`src/rtl/svpwm_deadtime.sv`:
```
// Dead-time and minimum on-time conditioning for six SVPWM gate drives,
// with a sticky trip path for external faults and shoot-through commands.
module svpwm_deadtime #(
    parameter int unsigned DEADTIME = 10,
    parameter int unsigned MIN_ON   = 4
) (
    input  logic       CLK,
    input  logic       RST,
    input  logic       T_1,
    input  logic       T_2,
    input  logic       T_3,
    input  logic       T_4,
    input  logic       T_5,
    input  logic       T_6,
    input  logic       FAULT,
    input  logic       FAULT_CLR,
    output logic       G_1,
    output logic       G_2,
    output logic       G_3,
    output logic       G_4,
    output logic       G_5,
    output logic       G_6,
    output logic       FAULT_LATCHED,
    output logic [2:0] ST_ERR
);

    localparam int unsigned CW   = 8;
    localparam int unsigned NLEG = 3;
    localparam logic [CW-1:0] DT_LOAD = CW'(DEADTIME);
    localparam logic [CW-1:0] ON_MIN  = CW'(MIN_ON);

    typedef enum logic [1:0] {
        S_OFF  = 2'd0,
        S_DEAD = 2'd1,
        S_HIGH = 2'd2,
        S_LOW  = 2'd3
    } leg_state_t;

    logic [NLEG-1:0] up_r;
    logic [NLEG-1:0] lo_r;
    logic            fault_r;
    logic            clr_r;
    logic [NLEG-1:0] shoot;
    logic            fault_set;
    logic            clr_ok;
    logic            force_off;
    logic [NLEG-1:0] gate_hi;
    logic [NLEG-1:0] gate_lo;

    // Command register: every input is sampled once before use.
    always_ff @(posedge CLK) begin
        if (RST) begin
            up_r    <= '0;
            lo_r    <= '0;
            fault_r <= 1'b0;
            clr_r   <= 1'b0;
        end else begin
            up_r    <= {T_3, T_2, T_1};
            lo_r    <= {T_6, T_5, T_4};
            fault_r <= FAULT;
            clr_r   <= FAULT_CLR;
        end
    end

    assign shoot     = up_r & lo_r;
    assign fault_set = fault_r | (|shoot);
    assign clr_ok    = clr_r & ~fault_set;
    assign force_off = FAULT_LATCHED | fault_set;

    // A new trip always beats a clear arriving in the same cycle.
    always_ff @(posedge CLK) begin
        if (RST) begin
            FAULT_LATCHED <= 1'b0;
            ST_ERR        <= '0;
        end else begin
            if (fault_set) begin
                FAULT_LATCHED <= 1'b1;
            end else if (clr_ok) begin
                FAULT_LATCHED <= 1'b0;
            end
            if (clr_ok) begin
                ST_ERR <= '0;
            end else begin
                ST_ERR <= ST_ERR | shoot;
            end
        end
    end

    for (genvar l = 0; l < NLEG; l++) begin : g_leg
        leg_state_t    state;
        leg_state_t    state_n;
        logic [CW-1:0] dead_cnt;
        logic [CW-1:0] dead_cnt_n;
        logic [CW-1:0] on_cnt;
        logic [CW-1:0] on_cnt_n;
        logic          req_hi;
        logic          req_lo;
        logic          hi_q;
        logic          lo_q;

        assign req_hi = up_r[l] & ~lo_r[l];
        assign req_lo = lo_r[l] & ~up_r[l];

        // Leg sequencer: every turn-on goes through DEAD; turn-offs wait for MIN_ON.
        always_comb begin
            state_n    = state;
            dead_cnt_n = dead_cnt;
            on_cnt_n   = on_cnt;
            if (force_off) begin
                state_n    = S_OFF;
                dead_cnt_n = '0;
                on_cnt_n   = '0;
            end else begin
                case (state)
                    S_OFF: begin
                        if (req_hi || req_lo) begin
                            state_n    = S_DEAD;
                            dead_cnt_n = DT_LOAD;
                        end
                    end
                    S_DEAD: begin
                        if (dead_cnt <= CW'(1)) begin
                            dead_cnt_n = '0;
                            if (req_hi) begin
                                state_n  = S_HIGH;
                                on_cnt_n = CW'(1);
                            end else if (req_lo) begin
                                state_n  = S_LOW;
                                on_cnt_n = CW'(1);
                            end else begin
                                state_n = S_OFF;
                            end
                        end else begin
                            dead_cnt_n = dead_cnt - CW'(1);
                        end
                    end
                    S_HIGH: begin
                        if (!req_hi && (on_cnt >= ON_MIN)) begin
                            on_cnt_n = '0;
                            if (req_lo) begin
                                state_n    = S_DEAD;
                                dead_cnt_n = DT_LOAD;
                            end else begin
                                state_n = S_OFF;
                            end
                        end else if (on_cnt < ON_MIN) begin
                            on_cnt_n = on_cnt + CW'(1);
                        end
                    end
                    S_LOW: begin
                        if (!req_lo && (on_cnt >= ON_MIN)) begin
                            on_cnt_n = '0;
                            if (req_hi) begin
                                state_n    = S_DEAD;
                                dead_cnt_n = DT_LOAD;
                            end else begin
                                state_n = S_OFF;
                            end
                        end else if (on_cnt < ON_MIN) begin
                            on_cnt_n = on_cnt + CW'(1);
                        end
                    end
                    default: state_n = S_OFF;
                endcase
            end
        end

        // Gates are registered from the next state so they track the FSM edge.
        always_ff @(posedge CLK) begin
            if (RST) begin
                state    <= S_OFF;
                dead_cnt <= '0;
                on_cnt   <= '0;
                hi_q     <= 1'b0;
                lo_q     <= 1'b0;
            end else begin
                state    <= state_n;
                dead_cnt <= dead_cnt_n;
                on_cnt   <= on_cnt_n;
                hi_q     <= (state_n == S_HIGH);
                lo_q     <= (state_n == S_LOW);
            end
        end

        assign gate_hi[l] = hi_q;
        assign gate_lo[l] = lo_q;
    end

    assign {G_3, G_2, G_1} = gate_hi;
    assign {G_6, G_5, G_4} = gate_lo;

endmodule

```
`config.mk`:
```
export PLATFORM = sky130hd
export DESIGN_NAME = svpwm_deadtime
export DESIGN_NICKNAME = d
export VERILOG_FILES = /design/src/rtl/svpwm_deadtime.sv
export SDC_FILE = /design/constraint.sdc
export NUM_CORES = 1
export LEC_CHECK = 0
export CAP_MARGIN = 20
export CORE_AREA = 2 2 116 62
export CTS_BUF_LIST = sky130_fd_sc_hd__clkbuf_8 sky130_fd_sc_hd__clkbuf_16
export DETAILED_ROUTE_END_ITERATION = 8
export DIE_AREA = 0 0 118 64
export DONT_BUFFER_PORTS = 1
export PLACE_DENSITY_LB_ADDON = 0.2
export SLEW_MARGIN = 20
export SYNTH_ARGS = -nofsm -noshare
export SYNTH_HDL_FRONTEND = slang
export SYNTH_SLANG_ARGS = --single-unit
```
`constraint.sdc`:
```
create_clock -name CLK -period 1.9 [get_ports CLK]
set_input_delay 0.57 -clock CLK [delete_from_list [all_inputs] [get_ports CLK]]
set_output_delay 0.57 -clock CLK [all_outputs]
set_load 0.01 [all_outputs]
```
==> metrics.md, run 1 <==
| Metric | Value |
|---|---|
| Global Route met1 Usage | 0.335 |
| HP Class | in2reg |
| IR Drop Worst-Case VDD | roughly 0.67 mV |
| Worst skew pair latency | about 0.34 ns |
| Filler Cell Count | roughly 560 |
| DR vias | 2987 |
| Antenna diodes | 0 |
| Most frequent cells in the layout | dfxtp_1, buf_4, inv_1 |
| Sum Neg Setup Slack | 0 ns |
| Antenna violations before repair | 0 |
| Synthesis warning total | 0 |
| Crit path max fanout | 4 |
| Largest net degree at the start of global routing | 17 |
| Overall routing resource usage | 0.232 |
| Die Wd | 118 um |
| Async SR Flop Fraction | 0 |
| Fin worst setup slack | just under 0.05 ns |
| Mapped Area | 0.00346 mm2 |
| Critical path capture point type | flop |
| Slew Limit Fails | 0 |
| Busiest layer in global routing | met1 |
| Final wirelength | 8.28 mm |
| Vias in the first global route | 2812 |
| CP endpoint | G_2 |
| R2R Setup Slk | a little under 0.05 ns |
| Pwr per Cell Area | 922 mW/mm2 |
| Met2 Use GR | 0.312 |
| Peak Freq | 540 MHz |
| Worst r2r src | g_leg[1].dead_cnt[4] |
| Final Core Density | 0.666 |
| GPL Wtd Cong | about 0.95 |
| Syn Area/Cell | 8.88 um2 |
| Crit path from | g_leg[1].dead_cnt[4] |
| Core area | around 0.0065 mm2 |
| Fin crit share | 0.974 |
| TritonCTS buffer count | 9 |
| Worst-path clk slew | 0.06 ns |
| CTS Buffer Depth | 2 |
| Crit path DAT | 2.13 ns |
| Synth top area cells | dfxtp_1, ha_1, nor2b_1 |
| FF-to-FF End | G_2 |
| CTS tree | built |
| DP Worst Slack | -0.0623 ns |
| Grt met3 use | 0.0857 |
| #FFs+latches synth | 72 |
| Post-DR vias/cell | about 5.6 |
| Final Hold Fails | 0 |
| Post-route ant nets | 0 |
| Placed cell count | 511 |
| Unrepaired setup endpoints after global routing | yes |
| Sequential-to-total area share from yosys stat | 0.416 |
| Placed inst area | 0.00383 mm2 |
| Clock Skew | a little over 0.004 ns |
| Synthesized instance count | 390 |
| Die H | 64 um |
| Synth top area share | 0.416 |
| Final setup vio count | 0 |
| First-pass iteration count of the detailed router | 4 |
| Share of layout cells above drive strength 1 | 0.208 |
| Worst Path Buf+Inv | 1 |
| Reg2Reg Depth | 6 |
| 1st-iter DRT viols | between 200 and 300 |
| Worst-path cell with the longest stage delay | or4_4 |
| Synth-to-layout area growth | 24.7% |
| IO buf count | 0 |
| Gr ovfl total | 0 |
| Commonest non-fill, non-tap cell in the layout | dfxtp_1 |
| Worst slew pin tran | 0.488 ns |
| H-tree Lvls | 3 |
| Status | finished clean |
| # IOs | 20 |
| Global-route wire length before repair | roughly 14 mm |
| CP max stage delay | approximately 0.56 ns |
| Slew margin rel. | 0.675 |
| CP Launch Type | flop |
| Area leader, netlist | dfxtp_1 |
| Crit-path cells | or4_4 -> nor4_4 -> buf_4 -> a21oi_4 -> o221ai_4 -> nor2b_1 |
| Crit Path Class | reg2reg |
| Fin nets | 463 |
| Post-Layout Cell Count | ~530 |
| CTS Sinks | 72 |
| Fin crit period | 1.85 ns |
| Finished Cell Area | 0.00432 mm2 |
| CP required | between 2 and 2.5 ns |
| Netlist cell types | 56 |
| Initial Util | 0.534 |
| DRC | 0 |
| Final HPWL DP | 5.68 mm |
| Static Leak | 1.77 nW |
| Worst path top cell family by delay | simple AND/OR/NAND/NOR gates |
| Drt wl/cell | 15.7 um |
| # rows | 21 |
| Syn_nets | 421 |
| Root buf cell | clkbuf_16 |
| Die Area | roughly 0.0076 mm2 |
| EDFF count, synth | 0 |
| CP Depth | 6 |
| Post-synth top flop | dfxtp_1 |
| Max-cap violations | 0 |
-- layer usage --
metal / share of wire / vias to the layer above
li1: - / 1481
met1: 0.51 / 1382
met2: 0.40 / 112
met3: 0.073 / 12
met4: 0.015 / 0
met5: 0 / -
-- state kept, by name, summed over array words and instances, names as in the netlist, 3 cells and up --
signal          cells
ST_ERR              3
g_leg.dead_cnt     24
g_leg.on_cnt       24
up_r                3
g_leg.state         6
lo_r                3
-- worst min path at each step --
| stage | start | end | slack, ns | depth (start not counted) |
|---|---|---|---|---|
| floorplan | g_leg[2].dead_cnt[7] | g_leg[2].dead_cnt[7] | 0.42 | 1 |
| global placement | g_leg[1].on_cnt[6] | g_leg[1].on_cnt[6] | 0.44 | 1 |
| detailed placement | g_leg[1].on_cnt[4] | g_leg[1].on_cnt[4] | 0.45 | 1 |
| CTS | RST | clr_r | 0.28 | 1 |
| global route | RST | clr_r | 0.27 | 1 |
| finish | RST | up_r[0] | 0.29 | 1 |
-- report_power, final --
part	switching [W]	total (W)	internal (W)
clock	0.000671	0.00186	0.00119
sequential	0.0000405	0.00159	0.00155
combinational	0.000301	0.000533	0.000232
total	0.00101	0.00398	0.00297
-- per-stage QoR --
stage,hold WS (ns),total power [W]
after detailed placement,0.446,0.00208
after global routing,0.275,0.00416
after global placement,0.443,0.00208
final,0.285,0.00398
after CTS,0.284,0.00396
after floorplan,0.423,0.00193
-- layout make-up --
class	count	area, um2	share of cell area
Timing Repair Buffer	38	298	0.0689
Sequential cell	72	1450	0.335
Clock buffer	10	239	0.0553
Tap cell	92	115	0.0267
Multi-Input combinational cell	281	2020	0.467
Inverter	30	113	0.0261
Clock inverter	6	90.1	0.0209
-- timing repair --
item | CTS | global route
endpoints found under the setup margin | 11 | 42
gates cloned | 0 | 0
endpoints found under the hold margin | 0 | 0
buffers inserted | 0 | 2
hold buffers | 0 | 0
gates resized for setup | 3 | 31
pin swaps | 1 | 10
-- worst reg2reg max path: stages (launching register included) --
cell,delay (ns)
dfxtp_2,0.32
or4_4,0.56
nor4_4,0.32
buf_4,0.20
a21oi_4,0.06
o221ai_4,0.20
nor2b_1,0.15
-- cell usage after synthesis, types with 6 or more instances --
cell type	number
a21oi_1	23
a31oi_1	11
and2_1	17
clkbuf_1	6
dfxtp_1	72
ha_1	21
inv_1	30
mux2i_1	6
nand2_1	22
nand2b_1	6
nand3_1	12
nor2_1	29
nor2b_1	19
nor3_1	18
o21ai_0	19
-- kinds of logic after synthesis --
kind of cell | count (synthesis) | synth area share
flops | 72 | 0.416
simple gates | 155 | 0.253
buf+inv | 37 | 0.0404
compound gates | 97 | 0.191
fa+ha+maj | 21 | 0.0758
mux | 8 | 0.0238
Note: power is estimated with default switching activity, not from simulation.
==> run 2, diff against run 1 <==
--- a/config.mk
+++ b/config.mk
@@ -5,13 +5,13 @@
 export SDC_FILE = /design/constraint.sdc
 export NUM_CORES = 1
 export LEC_CHECK = 0
-export CAP_MARGIN = 20
 export CORE_AREA = 2 2 116 62
 export CTS_BUF_LIST = sky130_fd_sc_hd__clkbuf_8 sky130_fd_sc_hd__clkbuf_16
 export DETAILED_ROUTE_END_ITERATION = 8
 export DIE_AREA = 0 0 118 64
 export DONT_BUFFER_PORTS = 1
 export PLACE_DENSITY_LB_ADDON = 0.2
+export RECOVER_POWER = 50
 export SLEW_MARGIN = 20
 export SYNTH_ARGS = -nofsm -noshare
 export SYNTH_HDL_FRONTEND = slang
==> constraint.sdc (replaced) <==
create_clock -name CLK -period 1.9 [get_ports CLK]
set_input_delay 0.285 -clock CLK [delete_from_list [all_inputs] [get_ports CLK]]
set_output_delay 0.285 -clock CLK [all_outputs]
set_load 0.01 [all_outputs]
==> run 2 against run 1 <==
Effect of this change:
- cell count rose by 0.38%
- critical endpoint unchanged
- highest routed layer unchanged
- largest cell class unchanged
- worst setup slack got worse by 0.011 ns
- wire length rose by 0.45%
==> metrics.md, run 2 (same netlist as run 1, synthesis figures left out) <==
| Metric | Value |
|---|---|
| Final HPWL DP | 5.68 mm (unchanged) |
| GPL Wtd Cong | 0.945 (unchanged) |
| Post-Layout Cell Count | 531 (+0.38%) |
| Tot Pwr | 0.00399 W (about the same) |
| Unrepaired setup endpoints after global routing | yes |
| Core area | 0.00649 mm2 (unchanged) |
| Die Area | 0.00755 mm2 (unchanged) |
| Slew margin rel. | 0.679 (+0.00365) |
| Die Wd | 118 um (unchanged) |
| Worst-path clk slew | 0.06 ns (about the same) |
| First-pass iteration count of the detailed router | 4 (unchanged) |
| Crit path max fanout | 4 (unchanged) |
| Most frequent cells in the layout | dfxtp_1, buf_4, inv_1 |
| CP required | 2.18 ns (about the same) |
| CTS tree | built |
| Gr ovfl total | 0 (unchanged) |
| CP Launch Type | flop |
| Commonest non-fill, non-tap cell in the layout | dfxtp_1 |
| H-tree Lvls | 3 (unchanged) |
| Finished Cell Area | 0.00432 mm2 (+0.12%) |
| Worst slew pin tran | 0.482 ns (-0.00547 ns) |
| Biggest registers after layout | g_leg.dead_cnt x24, g_leg.on_cnt x24, g_leg.state x6 |
| Met1 WL | 4.32 mm (+2.8%) |
| Die H | 64 um (unchanged) |
| CTS Buffer Depth | 2 (unchanged) |
| Max Used Layer | met4 |
| Final Core Density | 0.666 (+0.000771) |
| Root buf cell | clkbuf_16 |
| DR vias | 2980 (-0.23%) |
| Max-cap violations | 0 (unchanged) |
| Largest net degree at the start of global routing | 17 (unchanged) |
| IR Drop Worst-Case VDD | 0.663 mV (-0.79%) |
| Crit Path Class | reg2reg |
| CP max stage delay | 0.56 ns (about the same) |
| Static Leak | 1.77 nW (about the same) |
| Status | finished clean |
| Fin crit period | 1.86 ns (+0.0106 ns) |
| Worst path top cell family by delay | simple AND/OR/NAND/NOR gates |
| Share of layout cells above drive strength 1 | 0.200 (-0.00778) |
| Initial Util | 0.534 (unchanged) |
| HP Class | in2reg |
| CTS Sinks | 72 (unchanged) |
| Post-DR vias/cell | 5.61 (-0.61%) |
| Worst Path Buf+Inv | 1 (unchanged) |
| Met2 WL | 3.38 mm (+1.1%) |
| # IOs | 20 (unchanged) |
| Antenna diodes | 0 (unchanged) |
| Synth-to-layout area growth | 24.8% |
| Crit-path cells | or4_4 -> nor4_4 -> buf_4 -> a21oi_4 -> o221ai_4 -> nor2b_1 |
| Final setup vio count | 0 (unchanged) |
| Peak Freq | 537 MHz (-0.57%) |
| 1st-iter DRT viols | 254 (-1.6%) |
| Placed inst area | 0.00383 mm2 (unchanged) |
| Pwr per Cell Area | 922 mW/mm2 (about the same) |
| Overall routing resource usage | 0.233 (+0.000587) |
| # rows | 21 (unchanged) |
| Global-route wire length before repair | 13.6 mm (+0.30%) |
| Final Hold Fails | 0 (unchanged) |
| Drt wl/cell | 15.7 um (about the same) |
| Critical path capture point type | flop |
| Clock Skew | 0.00434 ns (+0.000244 ns) |
| Slew Limit Fails | 0 (unchanged) |
| Worst skew pair latency | 0.34 ns (about the same) |
| Final wirelength | 8.32 mm (+0.45%) |
| DRC | 0 (unchanged) |
| Fin nets | 465 (+0.43%) |
| IO buf count | 0 (unchanged) |
| Post-route ant nets | 0 (unchanged) |
| TritonCTS buffer count | 9 (unchanged) |
| Placed cell count | 511 (unchanged) |
| Antenna violations before repair | 0 (unchanged) |
| Met3 wire length | 513 um (-15%) |
| Worst-path cell with the longest stage delay | or4_4 |
| Fin crit share | 0.979 (+0.00558) |
| Crit path DAT | 2.14 ns (about the same) |
| Vias in the first global route | 2818 (+0.21%) |
## run 2: cell types whose count changed in the layout (fill, tap and decap cells not counted), sizes merged
cell,previous run,this run
buf,38,34
dlygate4sd3,0,2
clkbuf,10,14
## run 2: per-layer routing
| metal | track usage | vias up |
|---|---|---|
| li1 | - | 1488 |
| met1 | 0.335 | 1377 |
| met2 | 0.315 | 103 |
| met3 | 0.0857 | 12 |
| met4 | 0.0858 | 0 |
| met5 | 0 | - |
## run 2: timing repair
item / 4_1_cts / 5_1_grt
buffers inserted: 0 / 2
gates resized for setup: 3 / 31
pin swaps: 1 / 10
hold buffers: 1 / 1
setup endpoints to repair: 11 / 42
endpoints found under the hold margin: 5 / 3
cloned: 0 / 0
## run 2: final timing paths
| check | startpoint | to | slack (ns) | cells past startpoint |
|---|---|---|---|---|
| worst min-delay path | RST | lo_r[2] | 0.009 | 1 |
| worst max-delay path | g_leg[1].dead_cnt[4] | G_2 | 0.04 | 6 |
| worst min register to register | g_leg[1].on_cnt[7] | g_leg[1].on_cnt[7] | 0.46 | 1 |
| worst max register to register | g_leg[1].dead_cnt[4] | G_2 | 0.04 | 6 |
## run 2: area by class of cell
class | instances | area [um2]
Tap cell | 92 | 115
Inverter | 30 | 113
Clock buffer | 10 | 239
Multi-Input combinational cell | 281 | 2010
Timing Repair Buffer | 40 | 308
Clock inverter | 6 | 90.1
Sequential cell | 72 | 1450
Fill cell | 560 | 2170
## run 2: where the power goes
group / internal (W) / switching (W) / leakage (nW)
Combinational: 0.000232 / 0.000303 / 1.03
Sequential: 0.00155 / 0.0000405 / 0.586
Clock: 0.00119 / 0.000670 / 0.159
Total: 0.00297 / 0.00101 / 1.77
## run 2: through the flow
stage	hold slack (ns)	setup TNS [ns]	setup slack, ns
after floorplan	0.413	0	0.0612
after global placement	0.358	-0.134	-0.0248
after detailed placement	0.359	-0.112	-0.0623
after CTS	0.00145	0	0.00575
after global routing	-0.000144	-0.503	-0.0483
final	0.00935	0	0.0391
==> run 3, diff against run 2 <==
--- a/config.mk
+++ b/config.mk
@@ -5,10 +5,13 @@
 export SDC_FILE = /design/constraint.sdc
 export NUM_CORES = 1
 export LEC_CHECK = 0
-export CORE_AREA = 2 2 116 62
+export CELL_PAD_IN_SITES_DETAIL_PLACEMENT = 1
+export CELL_PAD_IN_SITES_GLOBAL_PLACEMENT = 1
+export CORE_AREA = 2 2 129 68
 export CTS_BUF_LIST = sky130_fd_sc_hd__clkbuf_8 sky130_fd_sc_hd__clkbuf_16
+export CTS_CLUSTER_SIZE = 14
 export DETAILED_ROUTE_END_ITERATION = 8
-export DIE_AREA = 0 0 118 64
+export DIE_AREA = 0 0 131 70
 export DONT_BUFFER_PORTS = 1
 export PLACE_DENSITY_LB_ADDON = 0.2
 export RECOVER_POWER = 50
==> run 3 against run 2 <==
Effect of this change:
- worst setup slack lost 0.037 ns
- wire length grew 18%
- sequential cell count is the same
- sequential share of layout area shrank 0.74 points
- clock power is essentially flat
- cell count grew 5.6%
- sequential power is essentially flat
- design area grew 2.3%
- utilization shrank 13 points
- clock skew grew 0.0025 ns
- via count grew 2.8%
- critical endpoint is now g_leg[1].on_cnt[5]
- largest power group unchanged
==> metrics.md, run 3 (same netlist as run 1, synthesis figures left out) <==
| Metric | Value |
|---|---|
| Fin crit period | 1.90 ns (+0.0365 ns) |
| CTS Sinks | 72 (unchanged) |
| Peak Freq | 527 MHz (-1.9%) |
| GPL Wtd Cong | 0.812 (-14%) |
| Die H | 70 um (+9.4%) |
| Global-route wire length before repair | 15.4 mm (+13%) |
| Root buf cell | clkbuf_16 |
| Overall routing resource usage | 0.220 (-0.0133) |
| Pwr per Cell Area | 906 mW/mm2 (-1.7%) |
| Commonest non-fill, non-tap cell in the layout | dfxtp_1 |
| Worst slew pin tran | 0.599 ns (+0.117 ns) |
| Finished Cell Area | 0.00442 mm2 (+2.3%) |
| Critical path capture point type | flop |
| IR Drop Worst-Case VDD | 0.539 mV (-19%) |
| Post-route ant nets | 0 (unchanged) |
| Fin crit share | 0.999 (+0.0192) |
| HP Class | in2reg |
| Static Leak | 1.81 nW (+2.4%) |
| CP required | 2.14 ns (-0.04 ns) |
| Crit path DAT | 2.14 ns (about the same) |
| Final HPWL DP | 6.80 mm (+20%) |
| Fin nets | 471 (+1.3%) |
| Die Area | 0.00917 mm2 (+21%) |
| 1st-iter DRT viols | 140 (-45%) |
| Die Wd | 131 um (+11%) |
| Placed cell count | 540 (+5.7%) |
| CTS Buffer Depth | 2 (unchanged) |
| Fraction of power consumed by sequential logic | 0.397 (-0.002) |
| Crit path max fanout | 6 (+2) |
| Final setup vio count | 0 (unchanged) |
| Combinational Power Share | 0.143 (+0.009) |
| Biggest registers after layout | g_leg.dead_cnt x24, g_leg.on_cnt x24, g_leg.state x6 |
| Final wirelength | 9.83 mm (+18%) |
| Post-Layout Cell Count | 561 (+5.6%) |
| TritonCTS buffer count | 9 (unchanged) |
| Core area | 0.00826 mm2 (+27%) |
| Placed inst area | 0.00388 mm2 (+1.3%) |
| CP Launch Type | flop |
| Synth-to-layout area growth | 27.6% |
| Sw Share | 0.258 (+0.00393) |
| Largest net degree at the start of global routing | 19 (+2) |
| Initial Util | 0.420 (-0.114) |
| Antenna diodes | 0 (unchanged) |
| R2R Setup Slk | 0.003 ns (-0.04 ns) |
| DR vias | 3063 (+2.8%) |
| Final Hold Fails | 0 (unchanged) |
| Filler Cell Count | 952 (+70%) |
| First-pass iteration count of the detailed router | 4 (unchanged) |
| Most frequent cells in the layout | dfxtp_1, buf_4, inv_1 |
| H-tree Lvls | 3 (unchanged) |
| Gr ovfl total | 0 (unchanged) |
| Clock power share | 0.460 (-0.007) |
| # IOs | 20 (unchanged) |
| Max-cap violations | 0 (unchanged) |
| Post-DR vias/cell | 5.46 (-2.7%) |
| Share of layout cells above drive strength 1 | 0.227 (+0.0270) |
| # rows | 24 (+14%) |
| Status | finished clean |
| Antenna violations before repair | 0 (unchanged) |
| Drt wl/cell | 17.5 um (+12%) |
| Vias in the first global route | 3084 (+9.4%) |
| Worst-path clk slew | 0.06 ns (about the same) |
| Psw | 0.00103 W (+2.0%) |
| Worst skew pair latency | 0.34 ns (about the same) |
| Slew margin rel. | 0.600 (-0.0789) |
| CTS tree | built |
| Internal | 0.00297 W (about the same) |
| DRC | 0 (unchanged) |
| Clock Skew | 0.00684 ns (+0.00250 ns) |
| Slew Limit Fails | 0 (unchanged) |
| IO buf count | 0 (unchanged) |
| Unrepaired setup endpoints after global routing | yes |
| Crit Path Class | reg2reg |
run 3: cell count changes in the layout (fill, tap and decap cells not counted), sizes merged:
cell / previous run / this run
clkbuf: 14 / 12
clkinv: 1 / 2
inv: 32 / 30
buf: 34 / 42
run 3: path summary, 6_finish.rpt:
check                                           from            endpoint  cells after the start
worst min-delay path                             RST   g_leg[0].state[0]                      1
worst max register to register  g_leg[1].dead_cnt[2]  g_leg[1].on_cnt[5]                      6
worst max-delay path            g_leg[1].dead_cnt[2]  g_leg[1].on_cnt[5]                      6
worst min register to register    g_leg[1].on_cnt[5]  g_leg[1].on_cnt[5]                      1
run 3: power groups by stage:
stage / clock network, W / registers, W / logic, W
global placement: 0 / 0.00162 / 0.000463
finish: 0.00184 / 0.00159 / 0.000573
CTS: 0.00187 / 0.00159 / 0.000496
floorplan: 0 / 0.00161 / 0.000316
detailed placement: 0 / 0.00162 / 0.000478
global route: 0.00193 / 0.00160 / 0.000629
run 3: worst max-delay path, stage by stage, from the launching register on:
cell,delay (ns)
dfxtp_2,0.32
or4_4,0.57
nor4_4,0.29
buf_6,0.18
a31o_4,0.20
a21oi_4,0.07
and2_1,0.15
run 3: cell type report:
class / count / area (um2) / area share
multi-input combinational: 281 / 2050 / 0.463
timing repair buffer: 46 / 348 / 0.0787
clock buffer: 10 / 239 / 0.0540
clock inverter: 5 / 81.3 / 0.0184
inverter: 30 / 113 / 0.0255
sequential: 72 / 1450 / 0.327
tap: 117 / 146 / 0.0331
run 3: metal layers:
| layer | wire [um] | global-route usage | part of all wire |
|---|---|---|---|
| met4 | 160 | 0.0745 | 0.016 |
| met5 | 0 | 0 | 0 |
| met1 | 5050 | 0.309 | 0.51 |
| met3 | 347 | 0.0751 | 0.035 |
| met2 | 4270 | 0.313 | 0.43 |
run 3: per-stage QoR:
| stage | setup WS [ns] | utilization | hold slack, ns | TNS (ns) | power, W |
|---|---|---|---|---|---|
| 2_1_floorplan | 0.0612 | - | 0.413 | 0 | 0.00193 |
| 3_3_place_gp | -0.0182 | 0.470 | 0.358 | -0.0842 | 0.00208 |
| 3_5_place_dp | -0.0919 | 0.470 | 0.360 | -0.704 | 0.00210 |
| 4_1_cts | 0.00561 | 0.514 | 0.000227 | 0 | 0.00395 |
| 5_1_grt | -0.0704 | 0.535 | 0.00129 | -0.687 | 0.00416 |
| 6_report | 0.00259 | 0.535 | 0.00846 | 0 | 0.00400 |
run 3: repair_timing:
action                                  4_1_cts  5_1_grt
resized for setup                             9       36
endpoints found under the setup margin       23       46
gates cloned                                  0        0
pin swaps                                     3       21
hold endpoints to repair                      3        3
hold buffers                                  1        1
setup buffers                                 0        5
